`config.mk`:
```
export PLATFORM = sky130hd
export DESIGN_NAME = rr_control_sequencer
export DESIGN_NICKNAME = d
export VERILOG_FILES = /design/src/rtl/rr_seq_pkg.sv /design/src/rtl/rr_ir_decode.sv /design/src/rtl/rr_control_sequencer.sv
export SDC_FILE = /design/constraint.sdc
export NUM_CORES = 1
export LEC_CHECK = 0
export CAP_MARGIN = 20
export CORE_ASPECT_RATIO = 1.75
export CORE_UTILIZATION = 34
export CTS_BUF_LIST = sky130_fd_sc_hd__clkbuf_16
export DETAILED_ROUTE_END_ITERATION = 10
export PLACE_DENSITY = 0.94
export SLEW_MARGIN = 20
export SYNTH_ARGS = -nofsm -noshare
export SYNTH_HDL_FRONTEND = slang
export SYNTH_SLANG_ARGS = --single-unit
```
`constraint.sdc`:
```
create_clock -name Clock -period 2.6 [get_ports Clock]
set_input_delay 0.52 -clock Clock [delete_from_list [all_inputs] [get_ports Clock]]
set_output_delay 0.52 -clock Clock [all_outputs]
set_load 0.02 [all_outputs]
```
`src/rtl/rr_seq_pkg.sv`:
```
// Shared definitions for the register-register control sequencer:
// state encoding, opcode constants and IR field positions.
package rr_seq_pkg;

    typedef enum logic [3:0] {
        ST_IDLE,
        ST_T0,
        ST_T1,
        ST_T2,
        ST_T3,
        ST_T4,
        ST_T5,
        ST_T6,
        ST_ERR
    } seq_state_t;

    localparam int OPC_HI = 31;
    localparam int OPC_LO = 27;
    localparam int RA_HI  = 26;
    localparam int RA_LO  = 23;
    localparam int RB_HI  = 22;
    localparam int RB_LO  = 19;
    localparam int RC_HI  = 18;
    localparam int RC_LO  = 15;

    localparam logic [4:0] OPC_ADD  = 5'b00011;
    localparam logic [4:0] OPC_SUB  = 5'b00100;
    localparam logic [4:0] OPC_AND  = 5'b00101;
    localparam logic [4:0] OPC_OR   = 5'b00110;
    localparam logic [4:0] OPC_SHR  = 5'b00111;
    localparam logic [4:0] OPC_SHRA = 5'b01000;
    localparam logic [4:0] OPC_SHL  = 5'b01001;
    localparam logic [4:0] OPC_ROR  = 5'b01010;
    localparam logic [4:0] OPC_ROL  = 5'b01011;
    localparam logic [4:0] OPC_MUL  = 5'b01110;
    localparam logic [4:0] OPC_DIV  = 5'b01111;

    function automatic logic is_basic_alu(input logic [4:0] opc);
        return (opc >= OPC_ADD) && (opc <= OPC_ROL);
    endfunction

endpackage

```
`src/rtl/rr_ir_decode.sv`:
```
// Combinational IR legality check and one-hot register select generation.
// Macro SEQ_MULDIV_EN makes mul/div legal opcodes.
module rr_ir_decode
    import rr_seq_pkg::*;
#(
    parameter int NREGS  = 16,
    parameter int RSEL_W = 4
) (
    input  logic [31:0]      ir,
    output logic [4:0]       opcode,
    output logic             legal,
    output logic             muldiv_op,
    output logic [NREGS-1:0] ra_sel,
    output logic [NREGS-1:0] rb_sel,
    output logic [NREGS-1:0] rc_sel
);

    localparam logic [RSEL_W:0] NREGS_L = (RSEL_W+1)'(NREGS);

    logic [RSEL_W-1:0] ra;
    logic [RSEL_W-1:0] rb;
    logic [RSEL_W-1:0] rc;
    logic              fields_ok;
    logic              opc_ok;
    logic              unused_ir_low;

    assign opcode        = ir[OPC_HI:OPC_LO];
    assign ra            = ir[RA_HI:RA_LO];
    assign rb            = ir[RB_HI:RB_LO];
    assign rc            = ir[RC_HI:RC_LO];
    assign unused_ir_low = ^ir[RC_LO-1:0];

    assign fields_ok = ({1'b0, ra} < NREGS_L) &&
                       ({1'b0, rb} < NREGS_L) &&
                       ({1'b0, rc} < NREGS_L);

`ifdef SEQ_MULDIV_EN
    assign muldiv_op = (opcode == OPC_MUL) || (opcode == OPC_DIV);
`else
    assign muldiv_op = 1'b0;
`endif

    assign opc_ok = is_basic_alu(opcode) || muldiv_op;
    assign legal  = opc_ok && fields_ok;

    // An out-of-range field matches no index, so its select stays all-zero.
    always_comb begin
        ra_sel = '0;
        rb_sel = '0;
        rc_sel = '0;
        for (int i = 0; i < NREGS; i++) begin
            ra_sel[i] = (ra == RSEL_W'(i));
            rb_sel[i] = (rb == RSEL_W'(i));
            rc_sel[i] = (rc == RSEL_W'(i));
        end
    end

endmodule

```
`src/rtl/rr_control_sequencer.sv`:
```
// Control sequencer for one register-register instruction (fetch T0..T2, execute T3..T5/T6).
// Macro SEQ_MULDIV_EN enables mul/div with the extra HI/LO writeback state T6.
module rr_control_sequencer
    import rr_seq_pkg::*;
#(
    parameter int NREGS  = 16,
    parameter int RSEL_W = 4
) (
    input  logic             Clock,
    input  logic             Clear_n,
    input  logic             start,
    input  logic [31:0]      IR,
    input  logic             mem_ready,
    output logic             PCout,
    output logic             MARin,
    output logic             IncPC,
    output logic             Zin,
    output logic             Read,
    output logic             MDRin,
    output logic             MDRout,
    output logic             IRin,
    output logic             Yin,
    output logic             Zlowout,
    output logic             Zhighout,
    output logic             HIin,
    output logic             LOin,
    output logic [NREGS-1:0] Rin,
    output logic [NREGS-1:0] Rout,
    output logic [4:0]       alu_op,
    output logic             busy,
    output logic             done,
    output logic             err
);

    seq_state_t       state;
    seq_state_t       next_state;
    logic [4:0]       opcode;
    logic             legal;
    logic             muldiv_op;
    logic [NREGS-1:0] ra_sel;
    logic [NREGS-1:0] rb_sel;
    logic [NREGS-1:0] rc_sel;

    rr_ir_decode #(
        .NREGS  (NREGS),
        .RSEL_W (RSEL_W)
    ) u_decode (
        .ir        (IR),
        .opcode    (opcode),
        .legal     (legal),
        .muldiv_op (muldiv_op),
        .ra_sel    (ra_sel),
        .rb_sel    (rb_sel),
        .rc_sel    (rc_sel)
    );

    always_ff @(posedge Clock or negedge Clear_n) begin
        if (!Clear_n) begin
            state <= ST_IDLE;
        end else begin
            state <= next_state;
        end
    end

    // Outputs decode only the state register and IR, so reset clears them at once.
    always_comb begin
        next_state = state;
        PCout      = 1'b0;
        MARin      = 1'b0;
        IncPC      = 1'b0;
        Zin        = 1'b0;
        Read       = 1'b0;
        MDRin      = 1'b0;
        MDRout     = 1'b0;
        IRin       = 1'b0;
        Yin        = 1'b0;
        Zlowout    = 1'b0;
        Zhighout   = 1'b0;
        HIin       = 1'b0;
        LOin       = 1'b0;
        Rin        = '0;
        Rout       = '0;
        alu_op     = 5'b00000;
        busy       = (state != ST_IDLE);
        done       = 1'b0;
        err        = 1'b0;

        case (state)
            ST_IDLE: begin
                if (start) next_state = ST_T0;
            end
            ST_T0: begin
                PCout      = 1'b1;
                MARin      = 1'b1;
                IncPC      = 1'b1;
                Zin        = 1'b1;
                next_state = ST_T1;
            end
            ST_T1: begin
                Read  = 1'b1;
                MDRin = 1'b1;
                if (mem_ready) next_state = ST_T2;
            end
            ST_T2: begin
                MDRout     = 1'b1;
                IRin       = 1'b1;
                next_state = ST_T3;
            end
            ST_T3: begin
                if (legal) begin
                    Rout       = rb_sel;
                    Yin        = 1'b1;
                    next_state = ST_T4;
                end else begin
                    next_state = ST_ERR;
                end
            end
            ST_T4: begin
                Rout       = rc_sel;
                Zin        = 1'b1;
                alu_op     = opcode;
                next_state = ST_T5;
            end
            ST_T5: begin
                Zlowout = 1'b1;
                // muldiv_op is tied low when mul/div support is compiled out.
                if (muldiv_op) begin
                    LOin       = 1'b1;
                    next_state = ST_T6;
                end else begin
                    Rin        = ra_sel;
                    done       = 1'b1;
                    next_state = ST_IDLE;
                end
            end
`ifdef SEQ_MULDIV_EN
            ST_T6: begin
                Zhighout   = 1'b1;
                HIin       = 1'b1;
                done       = 1'b1;
                next_state = ST_IDLE;
            end
`endif
            ST_ERR: begin
                err        = 1'b1;
                next_state = ST_IDLE;
            end
            default: begin
                next_state = ST_IDLE;
            end
        endcase
    end

endmodule

```
==> flow_summary_export.csv, run 1 <==
group,metric,value,unit
drt,drtIter0Drc,52,
grt,gr-usage-met3,2.70,%
grt,antenna_found_initial,0,
min_path,hold_path.class,"primary input to async pin",
clocking,holdBufCountCts,0,
logic_synthesis,synth_xor_area_share,0.875,%
floorplan,rows,25,
finish,drive_above_1_share,22.5,%
worst_setup_path,crit_arrival,2.00,ns
clocking,htree_levels,1,
finish,n_antenna_cell,0,
clocking,root_buffer,"clkbuf_16",
place,routabilityCongestion,0.778,
timing,hold_violations,0,
clocking,cts.sinks,4,
logic_synthesis,synthMuxAreaShare,0,%
power,ir_drop,0.256,mV
clocking,numCtsBuffers,3,
finish,layout_commonest_cell,"clkdlybuf4s50_1",
clocking,clk_latency,0.23,ns
grt,grt_overflow,0,
power,intPower,0.000593,W
drt,antenna_left,0,
worst_setup_path,cp-start-kind,"primary input",
finish,fin_nets,265,
worst_setup_path,cp-end-kind,"output port",
place,hpwlAfterDp,2.82,mm
power,power_frac_comb,62.9,%
drt,wl_per_cell,14.3,µm
logic_synthesis,ys_warn_count,0,
logic_synthesis,yosys.area_share.simple,62.1,%
floorplan,die_h,73.8,µm
clocking,cts_resized,45,
grt,met1_usage,19.2,%
logic_synthesis,ys_seq_area_share,10.0,%
clocking,cts_tree,"done",
timing,finalCriticalPeriod,2.52,ns
worst_setup_path,worstPathRequired,2.08,ns
floorplan,die-area,3170,µm²
place,place_area,1800,µm²
timing,fin_skew,0.00197,ns
logic_synthesis,synth_ff_type,"dfrtp_1",
floorplan,start_util,36.4,%
drt,firstDrtPassIters,4,
logic_synthesis,synthArstFlopShare,100,%
logic_synthesis,synth_fa_ha_area_share,0,%
grt,grt_pass1_wl,5.68,mm
place,dp_worst_setup_slack,-0.442,ns
power,clkPwrFrac,23.8,%
worst_setup_path,crit_fanout,13,
drt,drc,0,
timing,period_share,96.8,%
power,switching_share,41.6,%
grt,gr-usage-met2,49.3,%
finish,reg_top3,"state (4)",
grt,grt.total_usage,22.8,%
drt,routed_wl,3.63,mm
logic_synthesis,synth_edf_count,0,
drt,via_per_inst,5.62,
power,power_density,535,nW/µm²
run,timing.max_cap.violations,0,
timing,rsz0062_at_grt,"no",
clocking,clockBufferDepth,2,
place,numPortBuffers,70,
clocking,path_clk_slew,0.03,ns
finish,largest_reg_flops,4,
timing,drv_slew,0,
logic_synthesis,synth_compound_area_share,13.5,%
power,cellLeakagePower,0.987,nW
logic_synthesis,synth_top_family_by_area,"simple AND/OR/NAND/NOR gates",
grt,top_usage_layer,"met2",
logic_synthesis,synthCells,148,
worst_setup_path,worstSetupPathType,"primary input to output port",
grt,grt_max_degree,14,
logic_synthesis,ys_ff_latch,4,
finish,top_register,"state",
grt,grt_pass1_vias,1314,
finish,layout_common_cells,"33 x clkdlybuf4s50_1, 22 x buf_4, 17 x nor2_1",
status,status,"completed",
logic_synthesis,synth_cell_types,40,
power,p_sw,0.000422,W
power,sequentialPowerShare,13.3,%
drt,vias,1427,
logic_synthesis,netlist_area,1000,µm²
timing,fmax,0.397,GHz
floorplan,core,2750,µm²
floorplan,die_w,43.0,µm
timing,finalSetupViolCount,0,
timing,tns,0,ns
finish,area_growth,89.4,%
finish,finalInstanceArea,1900,µm²
clocking,postCtsSetupBuffers,0,
floorplan,pin_count,89,
timing,worst_slack,0.0824,ns
logic_synthesis,postSynthAreaPerCell,6.76,µm²
==> critical path, cell delays in order <==
cell,delay (ns)
clkdlybuf4s50_1,0.45
a21oi_1,0.20
buf_4,0.21
nand4_1,0.10
a21oi_1,0.19
clkdlybuf4s15_1,0.33
==> per-layer routing <==
metal / share of wire [%] / up-vias / wire length, µm
met5: 0 / - / 0
met4: 1.1 / 0 / 39
met3: 5.9 / 5 / 214
met2: 61 / 65 / 2220
met1: 32 / 659 / 1160
li1: - / 698 / -
==> synth_stat cells (all sizes together) (2+ instances only) <==
cell type	n	area share [%]
inv	3	1.1
o22ai	2	1.2
nand3b	3	2.2
and3	2	1.2
nand3	6	3.0
or4b	2	2.0
and3b	2	1.8
and4bb	2	2.5
nor3	4	2.5
a21oi	14	7.0
and4b	4	4.0
nand4	14	8.7
clkbuf	7	2.6
nor4b	5	5.9
nor4bb	5	5.0
and2	5	3.1
nand2	15	5.6
buf	13	9.4
dfrtp	4	10
nor2	17	6.4
nand2b	4	2.5
nor2b	2	1.2
==> power groups by stage <==
stage / combinational, W / sequential, W / clock, W
2_1_floorplan: 0.000414 / 0.000105 / 0
3_3_place_gp: 0.000620 / 0.000130 / 0
3_5_place_dp: 0.000629 / 0.000134 / 0
4_1_cts: 0.000635 / 0.000134 / 0.000243
5_1_grt: 0.000684 / 0.000140 / 0.000250
6_report: 0.000639 / 0.000135 / 0.000242
==> final cells by class <==
| class | instances | area (µm²) |
|---|---|---|
| Timing Repair Buffer | 94 | 871 |
| Fill cell | 226 | 857 |
| Multi-Input combinational cell | 123 | 803 |
| Sequential cell | 4 | 101 |
| Clock buffer | 3 | 75.1 |
| Tap cell | 27 | 33.8 |
| Inverter | 3 | 11.3 |
==> cell families (layout without fill, tap and decap cells) <==
group | Yosys count | after routing
simple gates | 97 | 97
buf+inv | 23 | 100
compound gates | 22 | 22
flops | 4 | 4
other cells | 1 | 3
xor+xnor | 1 | 1
==> final timing paths <==
kind	end	start	slack, ns	cells after the start
worst max-delay path	Rout[14]	IR[29]	0.08	6
worst min-delay path	state[3]	Clear_n	0.50	1
worst max register to register	state[1]	state[0]	1.35	3
worst min register to register	state[0]	state[2]	0.65	2
max in group asynchronous	state[1]	Clear_n	1.91	1
min in group Clock	state[0]	state[2]	0.65	2
==> stage by stage <==
step / power (W) / hold WS [ns] / cells / utilization [%]
2_1_floorplan: 0.000519 / 0.224 / 150 / -
3_3_place_gp: 0.000750 / 0.629 / 251 / 65.5
3_5_place_dp: 0.000763 / 0.633 / 251 / 65.5
4_1_cts: 0.00101 / 0.509 / 254 / 67.9
5_1_grt: 0.00107 / 0.520 / 254 / 68.9
6_report: 0.00102 / 0.503 / 254 / 68.9
Power figures use the tool's default switching activity.
==> inputs of run 2 (changes only) <==
--- a/config.mk
+++ b/config.mk
@@ -15,3 +15,4 @@
 export SYNTH_ARGS = -nofsm -noshare
 export SYNTH_HDL_FRONTEND = slang
 export SYNTH_SLANG_ARGS = --single-unit
+export TNS_END_PERCENT = 100
==> results of run 2 <==
Same layout as run 1: the final DEF is identical, and so are final timing and power.
